**src/rtl/cr_fifo_pkg.sv**
```systemverilog
// Shared definitions for the FIFO read-side prefetch stage.
//   RD_LATENCY_MAX : largest supported RAM read latency
//   CR_DATA_WIDTH  : payload width carried in a buffer entry
//   cr_entry_t     : one skid-buffer entry {ecc_err, data}
//   cr_clog2()     : ceiling log2 for pointer and count widths
package cr_fifo_pkg;

    localparam int RD_LATENCY_MAX = 2;
    localparam int CR_DATA_WIDTH  = 83;

    typedef struct packed {
        logic                     ecc_err;
        logic [CR_DATA_WIDTH-1:0] data;
    } cr_entry_t;

    // Bounded loop keeps this usable as a constant function at elaboration.
    function automatic int cr_clog2(input int value);
        int result;
        result = 0;
        for (int i = 0; i < 31; i++) begin
            if ((1 << i) < value) begin
                result = i + 1;
            end
        end
        return result;
    endfunction

endpackage

```
**src/rtl/cr_fifo_rd_skidbuf.sv**
```systemverilog
// Circular buffer of DEPTH entries that holds words returned from the RAM FIFO.
//   clk, rst_n : clock, asynchronous active-low reset
//   push       : write push_entry at the write pointer this cycle
// push_entry   : entry to store
//   pop        : retire the head entry (ignored when empty)
//   head       : entry at the read pointer, straight from storage (no bypass)
//   count      : occupied entries
//   full       : count == DEPTH
module cr_fifo_rd_skidbuf
    import cr_fifo_pkg::*;
#(
    parameter int DEPTH = 3,
    parameter int PTR_W = cr_clog2(DEPTH),
    parameter int CNT_W = cr_clog2(DEPTH + 1)
) (
    input  logic             clk,
    input  logic             rst_n,
    input  logic             push,
    input  cr_entry_t        push_entry,
    input  logic             pop,
    output cr_entry_t        head,
    output logic [CNT_W-1:0] count,
    output logic             full
);

    cr_entry_t        mem [DEPTH];
    logic [PTR_W-1:0] wr_ptr;
    logic [PTR_W-1:0] rd_ptr;
    logic             do_pop;

    // DEPTH is generally not a power of two, so wrap explicitly.
    function automatic logic [PTR_W-1:0] ptr_inc(input logic [PTR_W-1:0] p);
        return (p == PTR_W'(DEPTH - 1)) ? '0 : p + 1'b1;
    endfunction

    assign do_pop = pop && (count != '0);
    assign full   = (count == CNT_W'(DEPTH));
    assign head   = mem[rd_ptr];

    always_ff @(posedge clk or negedge rst_n) begin
        if (!rst_n) begin
            wr_ptr <= '0;
            rd_ptr <= '0;
            count  <= '0;
            for (int i = 0; i < DEPTH; i++) begin
                mem[i] <= '0;
            end
        end else begin
            if (push) begin
                mem[wr_ptr] <= push_entry;
                wr_ptr      <= ptr_inc(wr_ptr);
            end
            if (do_pop) begin
                rd_ptr <= ptr_inc(rd_ptr);
            end
            count <= count + CNT_W'(push) - CNT_W'(do_pop);
        end
    end

    // The issue rule reserves a slot for every read in flight, so a return
    // can never meet a full buffer.
    a_no_push_when_full: assert property (@(posedge clk) disable iff (!rst_n)
        !(push && full));

endmodule

```
**src/rtl/cr_fifo_rd_prefetch.sv**
```systemverilog
// Read-side prefetch stage behind the ECC-protected RAM FIFO. Issues reads
// while the FIFO is non-empty and buffer credit remains, absorbs the RAM read
// latency and presents returned words on a valid/ready stream.
//   fifo_empty / fifo_ren / fifo_rdata / fifo_ecc_err : FIFO read port
//   hold        : blocks new reads; reads already issued still land
//   out_valid / out_ready / out_data / out_ecc_err    : output stream
//   buf_count   : occupied skid-buffer entries
//   xfer_cnt    : accepted output words, wraps at 2^16
// Handshake: a word transfers in every cycle where out_valid && out_ready;
// out_data/out_ecc_err stay stable while out_valid is high and out_ready low.
// DATA_WIDTH may not exceed CR_DATA_WIDTH (the stored entry width).
module cr_fifo_rd_prefetch
    import cr_fifo_pkg::*;
#(
    parameter  int DATA_WIDTH = CR_DATA_WIDTH,
    parameter  int RD_LATENCY = 1,
    parameter  int BUF_DEPTH  = RD_LATENCY + 2,
    localparam int CNT_W      = cr_clog2(BUF_DEPTH + 1)
) (
    input  logic                  clk,
    input  logic                  rst_n,
    input  logic                  fifo_empty,
    output logic                  fifo_ren,
    input  logic [DATA_WIDTH-1:0] fifo_rdata,
    input  logic                  fifo_ecc_err,
    input  logic                  hold,
    output logic                  out_valid,
    input  logic                  out_ready,
    output logic [DATA_WIDTH-1:0] out_data,
    output logic                  out_ecc_err,
    output logic [CNT_W-1:0]      buf_count,
    output logic [15:0]           xfer_cnt
);

    logic [RD_LATENCY-1:0] inflight_sr;
    logic [CNT_W-1:0]      inflight;
    logic                  ret;
    logic                  pop;
    logic [15:0]           xfer_q;
    cr_entry_t             ret_entry;
    cr_entry_t             head;
    logic                  buf_full;

    always_comb begin
        inflight = '0;
        for (int i = 0; i < RD_LATENCY; i++) begin
            inflight = inflight + CNT_W'(inflight_sr[i]);
        end
    end

    // Credit counts only registered state; a pop in the same cycle is not
    // credited, which keeps fifo_ren off the out_ready path.
    assign fifo_ren = !fifo_empty && !hold &&
                      (({1'b0, buf_count} + {1'b0, inflight}) < (CNT_W + 1)'(BUF_DEPTH));

    assign ret = inflight_sr[RD_LATENCY-1];
    assign pop = out_valid && out_ready;

    always_ff @(posedge clk or negedge rst_n) begin
        if (!rst_n) begin
            inflight_sr <= '0;
            xfer_q      <= '0;
        end else begin
            inflight_sr[0] <= fifo_ren;
            for (int i = 1; i < RD_LATENCY; i++) begin
                inflight_sr[i] <= inflight_sr[i-1];
            end
            if (pop) begin
                xfer_q <= xfer_q + 16'd1;
            end
        end
    end

    assign ret_entry.ecc_err = fifo_ecc_err;
    assign ret_entry.data    = CR_DATA_WIDTH'(fifo_rdata);

    cr_fifo_rd_skidbuf #(
        .DEPTH (BUF_DEPTH)
    ) u_skidbuf (
        .clk        (clk),
        .rst_n      (rst_n),
        .push       (ret),
        .push_entry (ret_entry),
        .pop        (pop),
        .head       (head),
        .count      (buf_count),
        .full       (buf_full)
    );

    assign out_valid   = (buf_count != '0);
    assign out_data    = DATA_WIDTH'(head.data);
    assign out_ecc_err = head.ecc_err;
    assign xfer_cnt    = xfer_q;

    a_latency_legal: assert property (@(posedge clk)
        (RD_LATENCY >= 1) && (RD_LATENCY <= RD_LATENCY_MAX));

    a_full_means_no_credit: assert property (@(posedge clk) disable iff (!rst_n)
        buf_full |-> !fifo_ren);

endmodule

```
**config.mk**
```make
export PLATFORM = sky130hd
export DESIGN_NAME = cr_fifo_rd_prefetch
export DESIGN_NICKNAME = d
export VERILOG_FILES = /design/src/rtl/cr_fifo_pkg.sv /design/src/rtl/cr_fifo_rd_skidbuf.sv /design/src/rtl/cr_fifo_rd_prefetch.sv
export SDC_FILE = /design/constraint.sdc
export NUM_CORES = 1
export LEC_CHECK = 0
export CAP_MARGIN = 25
export CORE_ASPECT_RATIO = 1.75
export CORE_MARGIN = 2
export CORE_UTILIZATION = 49
export DETAILED_ROUTE_END_ITERATION = 6
export MAX_ROUTING_LAYER = met4
export PLACE_DENSITY = 0.74
export SLEW_MARGIN = 20
export SYNTH_ARGS = -nofsm -noshare
export SYNTH_HDL_FRONTEND = slang
export SYNTH_SLANG_ARGS = --single-unit
```
**constraint.sdc**
```tcl
create_clock -name clk -period 1.64 [get_ports clk]
set_input_delay 0.328 -clock clk [delete_from_list [all_inputs] [get_ports clk]]
set_output_delay 0.328 -clock clk [all_outputs]
set_load 0.02 [all_outputs]
```
---- After elaboration in Yosys (flattened, before gate mapping) ----
Index checks and enable logic that the tools add are counted.
storage, ports and cells
  bits of input ports ..................... 89
  bits in writable memories ............... 0
  register bits after elaboration ......... 275
  ROM bits ................................ 0
  logic and storage cells ................. 41
  bits in latches ......................... 0
  output and inout bits ................... 104
  memories kept ........................... 0
cells by class
  bitwise operators ....................... 2
  shift operators ......................... 0
  div/mod/pow operators ................... 0
  multipliers ............................. 0
  add/sub/neg operators ................... 6
  reductions and logical operators ........ 8
  eq/ne operators ......................... 2
  magnitude comparators ................... 4
  mux-type cells .......................... 8
operators with widths
  operator               count
  $bwmux 252             1
  $mux 84                3
  $bmux 84 s2            1
  $demux 84 s2           1
  $add 16x1->16 const B  1
  $ge 3x3->1 const B     2
  $not 2->3              2
  $logic_and 1x1->1      5
  $add 2x1->2 const B    2
  $eq 2x2->1 const B     2
  $mux 2                 2
  $add 2x1->3            1
  $lt 3x1->1 const B     1
  $lt 3x2->1 const B     1
  $add 2x1->2            1
  $logic_not 1->1        2
  $reduce_bool 2->1      1
  $sub 2x1->2            1

---- Longest topological paths before layout ----
Gate-level depths: netlist of run 1.
  depth after elaboration ................. 6
  gate-level depth with buffers ........... 7
  gate-level depth less buffers ........... 7

---- Modules after synthesis ----
A second synthesis of run 1 with hierarchy kept.
second synthesis, totals
  cells, all modules ...................... 822
  area, all modules ....................... 12,154.2 µm²
modules (own cells, without submodules)
  module               cells an instance  seq. area each (µm²)  area an instance (µm²)  times used
  cr_fifo_rd_skidbuf   754                6,456.2               11,344.6                1
  cr_fifo_rd_prefetch  68                 425.4                 809.5                   1

---- Worst setup path before layout of run 1 ----
OpenSTA, ideal clock, no wires.
  path kind ............................... register -> output
  start point ............................. register u_skidbuf.count[0]
  end point ............................... output port fifo_ren
  data required time ...................... 1.312 ns
  stages on the path, launching flop included .. 4
  path buffers ............................ 0
  data arrival time ....................... 2.198 ns
  slack ................................... -0.886 ns
  cells stage by stage .................... dfrtp_1 ha_1 ha_1 a2111oi_0
on the way
  longest elaborated chain between the ends .. 3
RTL lines
  what                    RTL line                   text
  start, declared         cr_fifo_rd_skidbuf.sv:22   output logic [CNT_W-1:0] count,
  start signal, assigned  cr_fifo_rd_skidbuf.sv:56   count <= count + CNT_W'(push) - CNT_W'(do_pop);
  $add 2x1->3             cr_fifo_rd_prefetch.sv:54  (({1'b0, buf_count} + {1'b0, inflight}) < (CNT_W + 1)'(BUF_DEPTH));
  $lt 3x2->1              cr_fifo_rd_prefetch.sv:54
  $logic_and 1x1->1       cr_fifo_rd_prefetch.sv:53  assign fifo_ren = !fifo_empty && !hold &&
  end, declared           cr_fifo_rd_prefetch.sv:23  output logic fifo_ren,
Every way passes these cells.

---- Worst setup path in the final report of run 1 ----
  start point ............................. register u_skidbuf.rd_ptr[1]
  end point ............................... output port out_data[77]
on the way
  longest elaborated chain between the ends .. 4
RTL lines
  what                                        RTL line                   text
  start, declared                             cr_fifo_rd_skidbuf.sv:28   logic [PTR_W-1:0] rd_ptr;
  start signal, assigned                      cr_fifo_rd_skidbuf.sv:54   rd_ptr <= ptr_inc(rd_ptr);
  $not 2->3 (implied by the code)             cr_fifo_rd_skidbuf.sv:38   assign head = mem[rd_ptr];
  $bmux 84 s2                                 cr_fifo_rd_skidbuf.sv:38
  $mux 84 (implied by the code) (2 in a row)  cr_fifo_rd_skidbuf.sv:38
  end, declared                               cr_fifo_rd_prefetch.sv:29  output logic [DATA_WIDTH-1:0] out_data,
Every way passes these cells. The select of a mux whose other input is x is not followed.

==> run_results.csv, run 1 <==
group,metric,value,unit
finish,final_common_cell,"dfrtp_1",
setup_path,path_class,"flop to output port",
timing,fin_skew,0.0115,ns
place,io_buffers,192,
floorplan,core-area,24100,um^2
timing,hold_violations,0,
place,place_area,15100,um^2
setup_path,cp_max_fo,7,
finish,nFillCells,1696,
power_and_ir_drop,power,37.6,mW
floorplan,die_h,211,um
setup_path,arrival,1.91,ns
synthesis,syn_avg_cell_area,13.4,um^2
routing,ant_nets,0,
timing,setup_viol,140,
timing,drv_slew,0,
outcome,violations,"negative setup slack",
finish,design_area,16700,um^2
setup_path,endpoint_kind,"output port",
floorplan,die_x,123,um
synthesis,yosysUniqueCellTypes,29,
synthesis,synth_warnings,0,
routing,drtIter0Drc,373,
global_routing,grt_usage,0.227,
clocking,path_clk_slew,0.06,ns
setup_path,required,1.31,ns
timing,max_freq,446,MHz
routing,via_per_inst,5.48,
synthesis,syn_area,12000,um^2
job,drv_cap,0,
clocking,cts.sinks,275,
timing,final.min_clock_period,2.24,ns
routing,drc_errors,0,
clocking,cts_root_buffer,"clkbuf_16",
power_and_ir_drop,leakagePower,7.39,nW
global_routing,grt_max_degree,53,
place,place_hpwl,18.6,mm
setup_path,startpoint_type,"flop",
place,gp_congestion,0.801,
floorplan,start_util,0.500,
synthesis,yosys-top-cells-area,"dfrtp_1, mux2_2, mux2i_1, mux2_1, o21ai_0",
clocking,cts_tree,"built",
synthesis,syn_nets,995,
synthesis,ys_seq_elements,275,
timing,fin_crit_sh,1.37,
outcome,status,"finished with violations",
finish,final_cell_mix,"dfrtp_1, mux2_2, clkdlybuf4s50_1",
timing,whs,0.291,ns
power_and_ir_drop,peakVddDrop,0.00174,V
global_routing,grt_first_pass_wirelength,44.9,mm
finish,seqCellArea,6890,um^2
clocking,cts_made_buffers,25,
min_path,min-delay-path-class,"primary input to asynchronous set/reset pin",
finish,area_delta_synth_final,39.0,%
routing,routed_wl,31.3,mm
synthesis,synth_top_cell_by_area,"dfrtp_1",
power_and_ir_drop,p_per_area,2240,nW/um^2
finish,final_cells,1489,
routing,detailroute.via_count,8153,
floorplan,ios,193,
synthesis,syn_inst,901,
global_routing,antenna_found_initial,1,
routing,drtPass1Iterations,4,
finish,layout-drive-gt1-share,0.481,
floorplan,die-area,25900,um^2
clocking,htree_levels,1,
timing,worst_slack,-0.602,ns
clocking,insertion_delay,0.52,ns
finish,num-nets-final,1258,
clocking,cts_max_path_buffers,3,
routing,wl_per_cell,21.0,um
synthesis,synth_top_area_frac,0.571,
synthesis,ys_seq_area_frac,0.571,
timing,rsz0062_at_grt,"yes",
timing,relSlewSlack,0.668,
timing,worst_pin_slew,0.498,ns
global_routing,grt_pass1_vias,8523,
global_routing,grt_overflow,0,
place,dp.cells,1406,
floorplan,rows,75,
finish,multiInputGateArea,5440,um^2
-- path summary, 6_finish.rpt --
kind	startpoint	endpoint	slack, ns	cells after the start
setup / recovery	u_skidbuf.rd_ptr[1]$_DFFE_PN0P_	out_data[77]	-0.60	7
hold / removal	rst_n	u_skidbuf.mem[151]$_DFFE_PN0P_	0.29	2
setup reg to reg	u_skidbuf.count[1]$_DFF_PN0_	u_skidbuf.count[1]$_DFF_PN0_	-0.09	9
min in group clk	fifo_rdata[0]	u_skidbuf.mem[0]$_DFFE_PN0P_	0.46	2
hold reg to reg	xfer_cnt[9]$_DFFE_PN0P_	xfer_cnt[9]$_DFFE_PN0P_	0.49	1
max in group asynchronous	rst_n	u_skidbuf.mem[139]$_DFFE_PN0P_	0.73	3
-- per-layer routing --
layer / wire length, um / GRT usage / vias to the layer above
met2: 17200 / 0.411 / 194
met1: 11900 / 0.257 / 4200
met5: 0 / - / -
li1: - / - / 3707
met4: 983 / 0.0690 / 0
met3: 1200 / 0.0302 / 52
-- critical path, stage by stage (launching register included) --
cell       delay [ns]
dfrtp_4          0.52
nor2b_4          0.16
buf_6            0.14
buf_6            0.12
clkbuf_16        0.17
nand2_2          0.06
o21ai_2          0.07
buf_6            0.14
-- cell type report --
type,instances,share of cell area
sequential,275,0.412
multi-input combinational,567,0.325
timing repair buffer,290,0.193
clock buffer,40,0.0449
tap,308,0.0230
inverter,5,0.00127
clock inverter,3,0.00112
antenna,1,0.000149
-- synthesized netlist by cell type --
library cell  instances
o21ai_1               4
buf_2                25
and4_1                2
dfrtp_1             275
o21ai_0              81
nand3_1               6
or3_1                 1
xor2_1                3
ha_1                  5
o21ai_2               1
mux2_2              192
nand2_1              97
clkbuf_1             14
mux2_1               60
mux2i_1              84
inv_1                 4
buf_4                 6
nand4_1               3
a2111oi_0             1
nor3_1                5
xnor2_1              14
nor2b_1               1
and2_1                1
inv_2                 1
buf_6                 6
buf_1                 4
or2_2                 1
and3_1                2
a21o_1                2
-- through the flow --
stage	setup WS, ns	TNS (ns)	util
floorplan	-0.0290	-1.45	-
global placement	-0.489	-35.31	0.625
detailed placement	-0.484	-37.14	0.625
CTS	-0.725	-56.38	0.664
global route	-0.650	-54.50	0.694
finish	-0.602	-46.28	0.694
-- registers in the layout, indices dropped and copies added (netlist names) --
register / cells
inflight_sr: 1
u_skidbuf.count: 2
u_skidbuf.mem: 252
u_skidbuf.rd_ptr: 2
u_skidbuf.wr_ptr: 2
xfer_cnt: 16
-- what timing repair did --
item | 4_1_cts | 5_1_grt
pin swaps | 0 | 12
hold buffers | 1 | 0
setup buffers | 2 | 19
endpoints found under the setup margin | 165 | 207
cloned | 3 | 17
gates resized for setup | 437 | 193
endpoints found under the hold margin | 31 | 0
-- cell families after synthesis --
logic type	after synthesis	share of synthesized area
adders and majority gates	5	0.00519
muxes	336	0.305
buffers and inverters	60	0.0269
AOI/OAI and AO/OA	89	0.0380
xor gates and xnor gates	17	0.0124
DFF	275	0.571
and+or+nand+nor	119	0.0409
-- report_power, final --
part,switching [mW],total (mW),internal (mW)
registers,2.01,12.2,10.2
logic,9.45,19.8,10.4
clock network,2.42,5.55,3.12
total,13.9,37.6,23.7
Note: power is estimated with default switching activity, not from simulation.
==> inputs of run 2 (changes only) <==
--- a/config.mk
+++ b/config.mk
@@ -9,6 +9,7 @@
 export CORE_ASPECT_RATIO = 1.75
 export CORE_MARGIN = 2
 export CORE_UTILIZATION = 49
+export CTS_CLUSTER_DIAMETER = 120
 export DETAILED_ROUTE_END_ITERATION = 6
 export MAX_ROUTING_LAYER = met4
 export PLACE_DENSITY = 0.74
==> results of run 2 <==
Same layout as run 1: the final DEF is identical, and so are final timing and power.
